File: config.mk
export PLATFORM = sky130hd
export DESIGN_NAME = ysyx_24110015_mem_arbiter_flat
export DESIGN_NICKNAME = d
export VERILOG_FILES = /design/src/rtl/ysyx_24110015_mem_arbiter_if.sv /design/src/rtl/ysyx_24110015_mem_arbiter.sv /design/src/flat_wrapper.sv
export SDC_FILE = /design/constraint.sdc
export NUM_CORES = 1
export LEC_CHECK = 0
export BUFFER_PORTS_ARGS = -buffer_cell sky130_fd_sc_hd__buf_2
export CORE_AREA = 2 2 107 109
export CTS_CLUSTER_SIZE = 30
export DETAILED_ROUTE_END_ITERATION = 8
export DIE_AREA = 0 0 109 111
export PLACE_DENSITY = 0.68
export SLEW_MARGIN = 20
export SYNTH_ARGS = -nofsm -noshare
export SYNTH_HDL_FRONTEND = slang
export SYNTH_SLANG_ARGS = --single-unit
File: constraint.sdc
create_clock -name clk -period 1.8 [get_ports clk]
set_clock_uncertainty 0.2 [all_clocks]
set_input_delay 0.09 -clock clk [delete_from_list [all_inputs] [get_ports clk]]
set_output_delay 0.09 -clock clk [all_outputs]
set_load 0.02 [all_outputs]
File: src/rtl/ysyx_24110015_mem_arbiter_if.sv
// Bundle of the IFU, LSU and downstream memory handshakes seen by the arbiter.
// The master modport is the arbiter's view; slave is the environment's view.
interface ysyx_24110015_mem_arbiter_if #(
    parameter int unsigned ADDR_W = 32,
    parameter int unsigned DATA_W = 32
);
    localparam int unsigned MaskW = DATA_W / 8;

    logic              ifu_req_valid;
    logic              ifu_req_ready;
    logic [ADDR_W-1:0] ifu_addr;
    logic              ifu_rsp_valid;
    logic [DATA_W-1:0] ifu_rdata;

    logic              lsu_req_valid;
    logic              lsu_req_ready;
    logic [ADDR_W-1:0] lsu_addr;
    logic              lsu_wen;
    logic [DATA_W-1:0] lsu_wdata;
    logic [MaskW-1:0]  lsu_wmask;
    logic              lsu_rsp_valid;
    logic [DATA_W-1:0] lsu_rdata;

    logic              mem_req_valid;
    logic              mem_req_ready;
    logic [ADDR_W-1:0] mem_addr;
    logic              mem_wen;
    logic [DATA_W-1:0] mem_wdata;
    logic [MaskW-1:0]  mem_wmask;
    logic              mem_rsp_valid;
    logic [DATA_W-1:0] mem_rdata;

    modport master (
        input  ifu_req_valid, ifu_addr,
        output ifu_req_ready, ifu_rsp_valid, ifu_rdata,
        input  lsu_req_valid, lsu_addr, lsu_wen, lsu_wdata, lsu_wmask,
        output lsu_req_ready, lsu_rsp_valid, lsu_rdata,
        output mem_req_valid, mem_addr, mem_wen, mem_wdata, mem_wmask,
        input  mem_req_ready, mem_rsp_valid, mem_rdata
    );

    modport slave (
        output ifu_req_valid, ifu_addr,
        input  ifu_req_ready, ifu_rsp_valid, ifu_rdata,
        output lsu_req_valid, lsu_addr, lsu_wen, lsu_wdata, lsu_wmask,
        input  lsu_req_ready, lsu_rsp_valid, lsu_rdata,
        input  mem_req_valid, mem_addr, mem_wen, mem_wdata, mem_wmask,
        output mem_req_ready, mem_rsp_valid, mem_rdata
    );
endinterface

File: src/rtl/ysyx_24110015_mem_arbiter.sv
// Two-requester (IFU/LSU) round-robin arbiter onto a single memory port,
// one transaction outstanding at a time.
module ysyx_24110015_mem_arbiter #(
    parameter int unsigned ADDR_W = 32,
    parameter int unsigned DATA_W = 32
) (
    input  logic                          clk,
    input  logic                          rst,
    ysyx_24110015_mem_arbiter_if.master   bus,
    output logic                          busy
);
    localparam int unsigned MaskW = DATA_W / 8;

    typedef enum logic [1:0] {StIdle, StReq, StWait} state_e;

    state_e            state_q, state_d;
    logic              owner_q, owner_d;  // 1: LSU owns the transaction
    logic              last_q, last_d;    // 1: LSU was granted last
    logic [ADDR_W-1:0] addr_q, addr_d;
    logic              wen_q, wen_d;
    logic [DATA_W-1:0] wdata_q, wdata_d;
    logic [MaskW-1:0]  wmask_q, wmask_d;

    logic ifu_req_ready, lsu_req_ready, ifu_rsp_valid, lsu_rsp_valid, mem_req_valid;
    logic pick_lsu;

    // LSU wins if it is alone, or if both contend and IFU was served last.
    assign pick_lsu = bus.lsu_req_valid && (!bus.ifu_req_valid || !last_q);

    always_comb begin
        state_d       = state_q;
        owner_d       = owner_q;
        last_d        = last_q;
        addr_d        = addr_q;
        wen_d         = wen_q;
        wdata_d       = wdata_q;
        wmask_d       = wmask_q;
        ifu_req_ready = 1'b0;
        lsu_req_ready = 1'b0;
        ifu_rsp_valid = 1'b0;
        lsu_rsp_valid = 1'b0;
        mem_req_valid = 1'b0;
        unique case (state_q)
            StIdle: begin
                if (bus.ifu_req_valid || bus.lsu_req_valid) begin
                    state_d = StReq;
                    owner_d = pick_lsu;
                    last_d  = pick_lsu;
                    if (pick_lsu) begin
                        lsu_req_ready = 1'b1;
                        addr_d        = bus.lsu_addr;
                        wen_d         = bus.lsu_wen;
                        wdata_d       = bus.lsu_wdata;
                        wmask_d       = bus.lsu_wmask;
                    end else begin
                        ifu_req_ready = 1'b1;
                        addr_d        = bus.ifu_addr;
                        wen_d         = 1'b0;
                        wdata_d       = '0;
                        wmask_d       = '0;
                    end
                end
            end
            StReq: begin
                mem_req_valid = 1'b1;
                if (bus.mem_req_ready) begin
                    state_d = StWait;
                end
            end
            StWait: begin
                if (bus.mem_rsp_valid) begin
                    ifu_rsp_valid = !owner_q;
                    lsu_rsp_valid = owner_q;
                    state_d       = StIdle;
                end
            end
            default: state_d = StIdle;
        endcase
    end

    always_ff @(posedge clk) begin
        if (rst) begin
            state_q <= StIdle;
            owner_q <= 1'b0;
            last_q  <= 1'b0;
            addr_q  <= '0;
            wen_q   <= 1'b0;
            wdata_q <= '0;
            wmask_q <= '0;
        end else begin
            state_q <= state_d;
            owner_q <= owner_d;
            last_q  <= last_d;
            addr_q  <= addr_d;
            wen_q   <= wen_d;
            wdata_q <= wdata_d;
            wmask_q <= wmask_d;
        end
    end

    assign bus.ifu_req_ready = ifu_req_ready;
    assign bus.lsu_req_ready = lsu_req_ready;
    assign bus.ifu_rsp_valid = ifu_rsp_valid;
    assign bus.lsu_rsp_valid = lsu_rsp_valid;
    assign bus.ifu_rdata     = bus.mem_rdata;
    assign bus.lsu_rdata     = bus.mem_rdata;
    assign bus.mem_req_valid = mem_req_valid;
    assign bus.mem_addr      = addr_q;
    assign bus.mem_wen       = wen_q;
    assign bus.mem_wdata     = wdata_q;
    assign bus.mem_wmask     = wmask_q;
    assign busy              = (state_q != StIdle);
endmodule

File: src/flat_wrapper.sv
// flat-port wrapper written by rule: the top's interface ports become plain ports
module ysyx_24110015_mem_arbiter_flat 
#(
    parameter int unsigned ADDR_W = 32,
    parameter int unsigned DATA_W = 32
)
  (clk, rst, busy, bus_ifu_req_valid, bus_ifu_addr, bus_ifu_req_ready, bus_ifu_rsp_valid, bus_ifu_rdata, bus_lsu_req_valid, bus_lsu_addr, bus_lsu_wen, bus_lsu_wdata, bus_lsu_wmask, bus_lsu_req_ready, bus_lsu_rsp_valid, bus_lsu_rdata, bus_mem_req_valid, bus_mem_addr, bus_mem_wen, bus_mem_wdata, bus_mem_wmask, bus_mem_req_ready, bus_mem_rsp_valid, bus_mem_rdata);
  ysyx_24110015_mem_arbiter_if #(.ADDR_W(ADDR_W), .DATA_W(DATA_W)) bus_i ();
  input  logic clk;
  input  logic rst;
  output logic busy;
  input wire logic [$bits(bus_i.ifu_req_valid)-1:0] bus_ifu_req_valid;
  input wire logic [$bits(bus_i.ifu_addr)-1:0] bus_ifu_addr;
  output wire logic [$bits(bus_i.ifu_req_ready)-1:0] bus_ifu_req_ready;
  output wire logic [$bits(bus_i.ifu_rsp_valid)-1:0] bus_ifu_rsp_valid;
  output wire logic [$bits(bus_i.ifu_rdata)-1:0] bus_ifu_rdata;
  input wire logic [$bits(bus_i.lsu_req_valid)-1:0] bus_lsu_req_valid;
  input wire logic [$bits(bus_i.lsu_addr)-1:0] bus_lsu_addr;
  input wire logic [$bits(bus_i.lsu_wen)-1:0] bus_lsu_wen;
  input wire logic [$bits(bus_i.lsu_wdata)-1:0] bus_lsu_wdata;
  input wire logic [$bits(bus_i.lsu_wmask)-1:0] bus_lsu_wmask;
  output wire logic [$bits(bus_i.lsu_req_ready)-1:0] bus_lsu_req_ready;
  output wire logic [$bits(bus_i.lsu_rsp_valid)-1:0] bus_lsu_rsp_valid;
  output wire logic [$bits(bus_i.lsu_rdata)-1:0] bus_lsu_rdata;
  output wire logic [$bits(bus_i.mem_req_valid)-1:0] bus_mem_req_valid;
  output wire logic [$bits(bus_i.mem_addr)-1:0] bus_mem_addr;
  output wire logic [$bits(bus_i.mem_wen)-1:0] bus_mem_wen;
  output wire logic [$bits(bus_i.mem_wdata)-1:0] bus_mem_wdata;
  output wire logic [$bits(bus_i.mem_wmask)-1:0] bus_mem_wmask;
  input wire logic [$bits(bus_i.mem_req_ready)-1:0] bus_mem_req_ready;
  input wire logic [$bits(bus_i.mem_rsp_valid)-1:0] bus_mem_rsp_valid;
  input wire logic [$bits(bus_i.mem_rdata)-1:0] bus_mem_rdata;
  assign bus_i.ifu_req_valid = bus_ifu_req_valid;
  assign bus_i.ifu_addr = bus_ifu_addr;
  assign bus_ifu_req_ready = bus_i.ifu_req_ready;
  assign bus_ifu_rsp_valid = bus_i.ifu_rsp_valid;
  assign bus_ifu_rdata = bus_i.ifu_rdata;
  assign bus_i.lsu_req_valid = bus_lsu_req_valid;
  assign bus_i.lsu_addr = bus_lsu_addr;
  assign bus_i.lsu_wen = bus_lsu_wen;
  assign bus_i.lsu_wdata = bus_lsu_wdata;
  assign bus_i.lsu_wmask = bus_lsu_wmask;
  assign bus_lsu_req_ready = bus_i.lsu_req_ready;
  assign bus_lsu_rsp_valid = bus_i.lsu_rsp_valid;
  assign bus_lsu_rdata = bus_i.lsu_rdata;
  assign bus_mem_req_valid = bus_i.mem_req_valid;
  assign bus_mem_addr = bus_i.mem_addr;
  assign bus_mem_wen = bus_i.mem_wen;
  assign bus_mem_wdata = bus_i.mem_wdata;
  assign bus_mem_wmask = bus_i.mem_wmask;
  assign bus_i.mem_req_ready = bus_mem_req_ready;
  assign bus_i.mem_rsp_valid = bus_mem_rsp_valid;
  assign bus_i.mem_rdata = bus_mem_rdata;
  ysyx_24110015_mem_arbiter #(.ADDR_W(ADDR_W), .DATA_W(DATA_W)) u_core (.clk(clk), .rst(rst), .bus(bus_i), .busy(busy));
endmodule
==> results of run 1 <==
## kinds of logic after synthesis
logic type,count (synthesis)
buf+inv,115
compound gates,144
simple gates,113
flops,72
## stage by stage
step | cell area (um^2) | cells | util | worst slack, ns | hold slack [ns]
after floorplan | 3580 | 444 | - | 0.327 | 0.0377
after global placement | 4080 | 668 | 0.369 | 0.280 | -0.0198
after detailed placement | 4080 | 668 | 0.369 | 0.221 | -0.0198
==> impl.org, run 1 <==
** Logic synthesis
- Yosys mapped a number of flops with a built-in enable equal to 0.
- Synthesis produced 444 cells.
- In the post-synthesis netlist, the cell with the most instances is sky130_fd_sc_hd__dfxtp_1.
- Of the total synthesized cell area, the portion taken by full adders, half adders and majority gates is 0.
- Fraction of registers with async set or reset after synthesis :: 0
- Combinational family with the most area after synthesis :: compound AO/OA/AOI/OAI gates
- Mean area per synthesized cell :: 8.06 um^2
- Counting every net in the synthesized netlist gives 583.
- Of the total synthesized cell area, the portion taken by AND, OR, NAND and NOR gates is 0.170.
- For this run, the number of Yosys warnings is 0.
- The most used flip-flop cell after synthesis is sky130_fd_sc_hd__dfxtp_1.
- The cell area that synthesis handed to floorplanning was 3580 um^2.
- Post-synthesis sequential area ratio :: 0.403
- Most area-consuming cells after synthesis :: sky130_fd_sc_hd__dfxtp_1 40%, sky130_fd_sc_hd__buf_4 14%, sky130_fd_sc_hd__o21ai_0 9.9%, sky130_fd_sc_hd__nand3_1 9.7%, sky130_fd_sc_hd__a31oi_1 5.6%
- After synthesis, the netlist uses 20 different library cells.
- The fraction of the mapped netlist area in compound gates came to 0.218.
- Fraction of synthesized area in multiplexers :: 0
- Counting flops and latches in the post-synthesis netlist gives 72.
- Ranked by instance count, the synthesized netlist is headed by 72 x sky130_fd_sc_hd__dfxtp_1, 71 x sky130_fd_sc_hd__o21ai_0, 69 x sky130_fd_sc_hd__nand3_1.
- sky130_fd_sc_hd__dfxtp_1 takes more of the synthesized area than any other cell.
- Xor/xnor share of the synthesized area :: 0
- Share of the synthesized area in the top cell type :: 0.403

** Placement
- Post-detailed-placement half-perimeter wirelength :: 7210 um
- In this run the tool buffered the top-level ports with 181 buffer cells.
- At the end of routability-driven placement, the weighted congestion stood at 0.751.

** Outcome
- Run-stopping error :: [ERROR RSZ-0060] Max buffer count reached.
- Stage where the flow stopped :: clock tree synthesis
- Run status :: did not finish

** CTS
- After clock tree synthesis, the repair step resized 0 gates.
- Post-CTS timing repair inserted 0 buffers for setup.
- Buffers inserted during clock tree synthesis total 9.
- Clk Tree Root Cell :: sky130_fd_sc_hd__clkbuf_16
- The clock net in this run drives a total of 72 sinks.
- The clock passes through at most 2 buffers.
- Count of H-tree levels built during CTS :: 3
- Hold repair after CTS inserted 137 buffers.

** Floorplan
- For this design the top-level I/O count stands at 278.
- Die X-Extent :: 109 um
- The initial utilization of the core area, before any placement, comes to 0.323.
- DIE HEIGHT :: 111 um
- After floorplanning, the core was divided into 39 placement rows.
==> run 2, diff against run 1 <==
Settings changed: CTS_CLUSTER_SIZE 30 to not set, PLACE_DENSITY 0.68 to not set, PLACE_DENSITY_LB_ADDON set to 0.15.
==> impl.org, run 2 <==
** Outcome
- Run status :: finished clean

** Logic synthesis
- In this run, synthesis produced a sequential element count of 72.
- Leading post-synthesis cells by instance count :: 72 x sky130_fd_sc_hd__dfxtp_1, 71 x sky130_fd_sc_hd__o21ai_0, 69 x sky130_fd_sc_hd__nand3_1
- Combinational family with the most area after synthesis :: compound AO/OA/AOI/OAI gates
- Share of the synthesized area in the top cell type :: 0.403
- The share of the Yosys chip area taken by registers is 0.403.
- When the netlist entered floorplanning its net count stood at 583.
- Leading cell type by number of instances after synthesis :: sky130_fd_sc_hd__dfxtp_1
- The mapped netlist covers 3580 um^2.
- Most area-consuming cells after synthesis :: sky130_fd_sc_hd__dfxtp_1 40%, sky130_fd_sc_hd__buf_4 14%, sky130_fd_sc_hd__o21ai_0 9.9%, sky130_fd_sc_hd__nand3_1 9.7%, sky130_fd_sc_hd__a31oi_1 5.6%
- Dividing the synthesized area by the synthesized cell count gives 8.06 um^2.
- Synth Instances :: 444
- Yosys mapped the design onto 20 distinct sky130hd cell types.
- Adder-cell share of the synthesized area :: 0
- Xor/xnor share of the synthesized area :: 0
- In this run, synthesis inferred 0 flip-flops with an integrated enable.
- During synthesis, Yosys emitted a total of 0 warnings.
- Of the post-synthesis cell area, the part taken by muxes is 0.
- Synthesized-area fraction occupied by and/or/nand/nor cells :: 0.170
- Cell accounting for the most synthesized area :: sky130_fd_sc_hd__dfxtp_1
- Compound-gate portion of the synthesized area :: 0.218
- After synthesis, the share of flip-flops with an asynchronous set or reset is 0.
- For this run, the leading register cell type out of synthesis is sky130_fd_sc_hd__dfxtp_1.

** CTS
- Buffers added to address setup during post-CTS repair amount to 0.
- Number of buffers created by CTS :: 9
- After clock tree synthesis, the clock-pin slew on the worst setup and hold paths is 0.05 ns.
- Count of H-tree levels built during CTS :: 3
- Clk Tree Root Cell :: sky130_fd_sc_hd__clkbuf_16
- The clock reaches the later pin of the worst-skew pair after 0.32 ns.
- CTS tree :: built
- CTS saw 72 sinks.
- The longest clock path from root to sink contains 2 buffers.

** Power
- Summed over all cells, the static leakage comes to 2.52 nW.
- Pwr Total :: 5.05 mW
- Power density normalized to cell area :: 868 nW/um^2
- VDD sags by at most 0.000376 V.

** Floorplan
- DIE HEIGHT :: 111 um
- Effective utilization at floorplan :: 0.323
- The die covers 12100 um^2.
- The total area inside the core boundary comes to 11100 um^2.
- The floorplan step set the die width to 109 um.
- Core Rows :: 39
- Top Ports :: 278

** Detailed routing
- Initial DRC Count :: 301
- First-pass iteration count of the detailed router :: 4
- DRC viols :: 0
- Total Wirelength :: 13500 um
- Vias per Instance :: 5.15
- Remaining antenna violation count after routing :: 0
- Overall via count from detail_route :: 4228
- Drt wl/cell :: 16.5 um

** STA
- At the pin with the least slew margin, the transition time is 0.581 ns.
- Subtracting the final worst setup slack from the clock period gives 1.74 ns.
- Worst slew margin :: 0.613
- Max Freq :: 574 MHz
- Setup repair after global routing could not meet its margin everywhere.
- Final number of hold-violating endpoints :: 0
- In the finished design, the share of the clock period the worst path needs comes to 0.967.
- The count of pins over their slew limit is 0.
- Setup violations remaining at the end of the flow were counted as 0.
- Final total negative setup slack :: 0 ns
- Worst setup margin :: 0.0591 ns
- Hold slack :: 0.0320 ns

** Global routing
- The first global-routing pass estimated 20400 um of wire.
- For this run, the total global-route usage over all layers was measured as 0.212.
- The number of global-route vias before repair was 4128.
- Overflow left after global routing :: 0
- Initial antenna violation count :: 1
- Largest net degree at the start of global routing :: 73

** Placement
- Detailed placement ended at an HPWL of 7390 um.
- Before CTS, the worst setup slack after placement is 0.261 ns.
- Placer Congestion :: 0.729
- Input and output buffers added on the ports amount to 181.

** Critical path
- Of all nets on the critical path, the largest fanout is 34.
- STA classifies the critical path endpoint as an output port.
- CP Class :: reg -> out
- STA classifies the critical path startpoint as a flip-flop.
- STA puts the critical path data required time at 1.51 ns.
- At the worst endpoint, the arrival time is 1.45 ns.

** Cells and area
- Growth of design area from synthesis to finish :: 62.4%
- The library cell used most frequently in the layout, excluding fill and tap cells, is sky130_fd_sc_hd__buf_2.
- Commonest non-fill, non-tap cells in the layout :: 181 x sky130_fd_sc_hd__buf_2, 136 x sky130_fd_sc_hd__dlygate4sd3_1, 71 x sky130_fd_sc_hd__o21ai_0, 71 x sky130_fd_sc_hd__dfxtp_1, 69 x sky130_fd_sc_hd__nand3_1
- At the end of the flow, the number of nets in the layout was 811.
- Of the cells placed in the final design, the portion with a size suffix greater than 1 is 0.315.

** Min path
- Type of the most critical hold path :: in -> reg

** Flow run
- The tool flagged a number of max-cap violations equal to 0.
run 2: critical path, stage by stage, from the launching register on:
cell and delay [ns]:
sky130_fd_sc_hd__dfxtp_1 0.35, sky130_fd_sc_hd__nor2_2 0.20, sky130_fd_sc_hd__buf_12 0.23, sky130_fd_sc_hd__and3_1 0.18, sky130_fd_sc_hd__buf_2 0.16
run 2: where the power goes:
group | internal [mW] | switching, mW
clock | 1.22 | 0.665
sequential | 1.72 | 0.0638
combinational | 0.564 | 0.808
run 2: final timing paths:
check / startpoint / to / slack (ns) / depth (start not counted)
max: u_core.state_q[1] / bus_ifu_req_ready / 0.06 / 4
min: bus_ifu_req_valid / u_core.last_q / 0.03 / 4
max reg2reg: u_core.state_q[0] / u_core.state_q[1] / 0.10 / 4
min reg2reg: u_core.bus.mem_wdata[7] / u_core.bus.mem_wdata[7] / 0.27 / 2
run 2: layout make-up:
cell class / instances / area, um^2
Fill cell: 1006 / 5270
Clock buffer: 14 / 284
Clock inverter: 2 / 35.0
Tap cell: 143 / 179
Timing Repair Buffer: 329 / 2460
Inverter: 3 / 11.3
Sequential cell: 72 / 1440
Multi-Input combinational cell: 257 / 1390
Antenna cell: 1 / 2.50
run 2: cell families (layout without fill, tap and decap cells):
group                  after synthesis  in the layout
AO/OA/AOI/OAI                      144            144
buffers and inverters              115            348
flip-flops                          72             72
other                                0              1
AND/OR/NAND/NOR                    113            113
run 2: through the flow:
| stage | instances | utilization | cell area [um^2] |
|---|---|---|---|
| global route | 821 | 0.525 | 5810 |
| finish | 821 | 0.525 | 5810 |
| global placement | 667 | 0.370 | 4100 |
| CTS | 819 | 0.522 | 5780 |
| floorplan | 444 | - | 3580 |
| detailed placement | 667 | 0.370 | 4100 |
run 2: layer usage:
metal	wire length, um	global-route usage	share of wire	vias to the layer above
met4	412	0.111	0.030	0
met1	5530	0.251	0.41	1975
li1	-	-	-	1996
met3	886	0.0353	0.066	37
met2	6690	0.359	0.50	220
met5	0	0	0	-
run 2: timing repair:
action	CTS	global route
endpoints found under the hold margin	135	0
hold buffers	136	0
endpoints found under the setup margin	0	2
gates resized for setup	0	1
(Power assumes the default switching activity.)
==> run 3, diff against run 2 <==
Settings changed: CTS_BUF_LIST set to sky130_fd_sc_hd__clkbuf_4 sky130_fd_sc_hd__clkbuf_8, CTS_CLUSTER_SIZE set to 12.
==> impl.org, run 3 (synthesis gave the netlist of run 2 again) <==
** CTS
- Worst-path clk slew :: 0.07 ns
- Clk Tree Root Cell :: sky130_fd_sc_hd__clkbuf_8
- The clock tree synthesis step divided the H-tree into 3 levels.
- The later pin in the worst-skew pair is clocked with a latency of 0.34 ns.
- Number of buffers created by CTS :: 9
- Buffers inserted during post-CTS setup optimization :: 0
- For this design, the sink count on the clock tree is 72.
- CTS tree :: built
- Max clock buf depth :: 2

** Power
- Across the VDD grid, the largest voltage drop is 0.000327 V.
- Power density normalized to cell area :: 798 nW/um^2
- Pwr Total :: 4.57 mW
- Leakage power of the design :: 2.49 nW

** Flow run
- Across the run, the number of max-cap violations was 0.

** Cells and area
- Total of fill cells in the finished design :: 1008
- Area of the multi-input gates :: 1410 um^2
- In the final layout, flip-flops and latches occupy 1450 um^2.
- Cell Count, Final, Fillers Out :: 820
- Diode count :: 0
- The area growth from synthesis to layout is 60.1%.
- Final layout net count :: 811
- In the final layout, the share of cells above drive strength 1 is 0.322.
- Leaving out fill and tap cells, the most frequent cell in the layout is sky130_fd_sc_hd__buf_2.
- Commonest non-fill, non-tap cells in the layout :: 181 x sky130_fd_sc_hd__buf_2, 136 x sky130_fd_sc_hd__dlygate4sd3_1, 71 x sky130_fd_sc_hd__o21ai_0
- Final instance area :: 5730 um^2

** Detailed routing
- For this run, the detailed router's first-pass iteration total came to 5.
- Overall via count from detail_route :: 4229
- Remaining antenna violation count after routing :: 0
- DRC viols :: 0
- Vias per Instance :: 5.16
- Initial DRC Count :: 260
- Total Wirelength :: 13500 um
- Drt wl/cell :: 16.5 um

** Placement
- Routability-driven placement finished with a final weighted congestion of 0.729.
- Summing all placed instances gives a cell area of 4100 um^2.
- In this run, placement finished with an instance count of 667.
- The HPWL after detailed placement is 7390 um.
- Port Buffers :: 181

** Floorplan
- DIE HEIGHT :: 111 um
- Core Rows :: 39
- Effective utilization at floorplan :: 0.323
- Area of the die :: 12100 um^2
- The total area inside the core boundary comes to 11100 um^2.
- Die X-Extent :: 109 um
- Top Ports :: 278

** STA
- Setup violations remaining at the end of the flow were counted as 0.
- In the finished design, the share of the clock period the worst path needs comes to 0.942.
- Max Freq :: 590 MHz
- Setup repair after global routing left no endpoint under its margin.
- The count of pins over their slew limit was 0.
- Final total negative setup slack :: 0 ns
- Worst slew margin :: 0.617
- Final worst path period need :: 1.70 ns
- The number of hold violations in the final report came to 0.
- At the pin with the least slew margin, the transition time is 0.574 ns.

** Global routing
- Across every metal layer, demand over resource in global routing totals 0.212.
- Wire length of the first global-routing pass :: 20500 um
- Entering global routing, the biggest net connects 73 pins.
- Overflow left after global routing :: 0
- Initial antenna violation count :: 0
- The number of global-route vias before repair is 4163.

** Critical path
- Required time reported for the critical path endpoint :: 1.51 ns
- The signal on the critical path passes through nand2b_4 > buf_12 > and3_1 > buf_2.
- At the worst endpoint, the arrival time is 1.41 ns.
- Highest fanout seen on the critical path :: 33
- The worst setup path is launched from a flip-flop.
- The largest single stage delay on the critical path is 0.38 ns.
- The worst setup path is captured at an output port.
- The critical path in this run is classified as reg -> out.
- The slowest stage of the critical path is the sky130_fd_sc_hd__dfxtp_2 cell.

** Outcome
- Run status :: finished clean

** Min path
- Type of the most critical hold path :: in -> reg
run 3: cell count changes in the layout (fill, tap and decap cells not counted), sizes merged:
cell	previous run	this run
diode	1	0
run 3: power by group:
part	internal [mW]	leakage, nW	total (mW)	switching, mW
logic	0.568	1.78	1.37	0.807
clock network	0.806	0.116	1.41	0.606
registers	1.72	0.592	1.79	0.0652
run 3: what timing repair did:
| action | in CTS | in global routing |
|---|---|---|
| hold endpoints to repair | 135 | 0 |
| gates cloned | 0 | 1 |
| gates resized for setup | 1 | 5 |
| pin swaps | 0 | 0 |
| endpoints found under the setup margin | 1 | 3 |
| hold buffers | 136 | 0 |
run 3: final cells by class:
cell class	instances	area share
repair buffers	329	0.430
flip-flops and latches	72	0.252
multi-input cells	257	0.246
clock buffers	14	0.0325
well taps	143	0.0312
clock inverters	2	0.00612
inverters	3	0.00197
run 3: metal layers:
metal,vias to the layer above,track usage,share of wire
met4,0,0.103,0.026
li1,1994,-,-
met3,36,0.0388,0.077
met2,236,0.359,0.51
met1,1963,0.254,0.39
met5,-,0,0
run 3: path summary, 6_finish.rpt:
| check | start | to | slack [ns] | cells after the start |
|---|---|---|---|---|
| setup / recovery | u_core.last_q | bus_ifu_req_ready | 0.10 | 4 |
| hold / removal | bus_ifu_req_valid | u_core.last_q | 0.008 | 4 |
| setup reg to reg | u_core.state_q[0] | u_core.state_q[1] | 0.14 | 4 |
| hold reg to reg | u_core.bus.mem_wdata[7] | u_core.bus.mem_wdata[7] | 0.27 | 2 |
run 3: worst max-delay path, delay by kind of cell, from the launching register on:
family        cells  cell delay (ns)
flops             1             0.38
buf+inv           2             0.35
simple gates      2             0.32
run 3: through the flow:
stage,utilization,hold WS [ns],setup WS [ns]
after floorplan,-,0.0377,0.327
after global placement,0.370,-0.0198,0.279
after detailed placement,0.370,-0.0198,0.261
after CTS,0.513,0.00710,0.0200
after global routing,0.517,0.0415,0.0309
final,0.517,0.00776,0.105
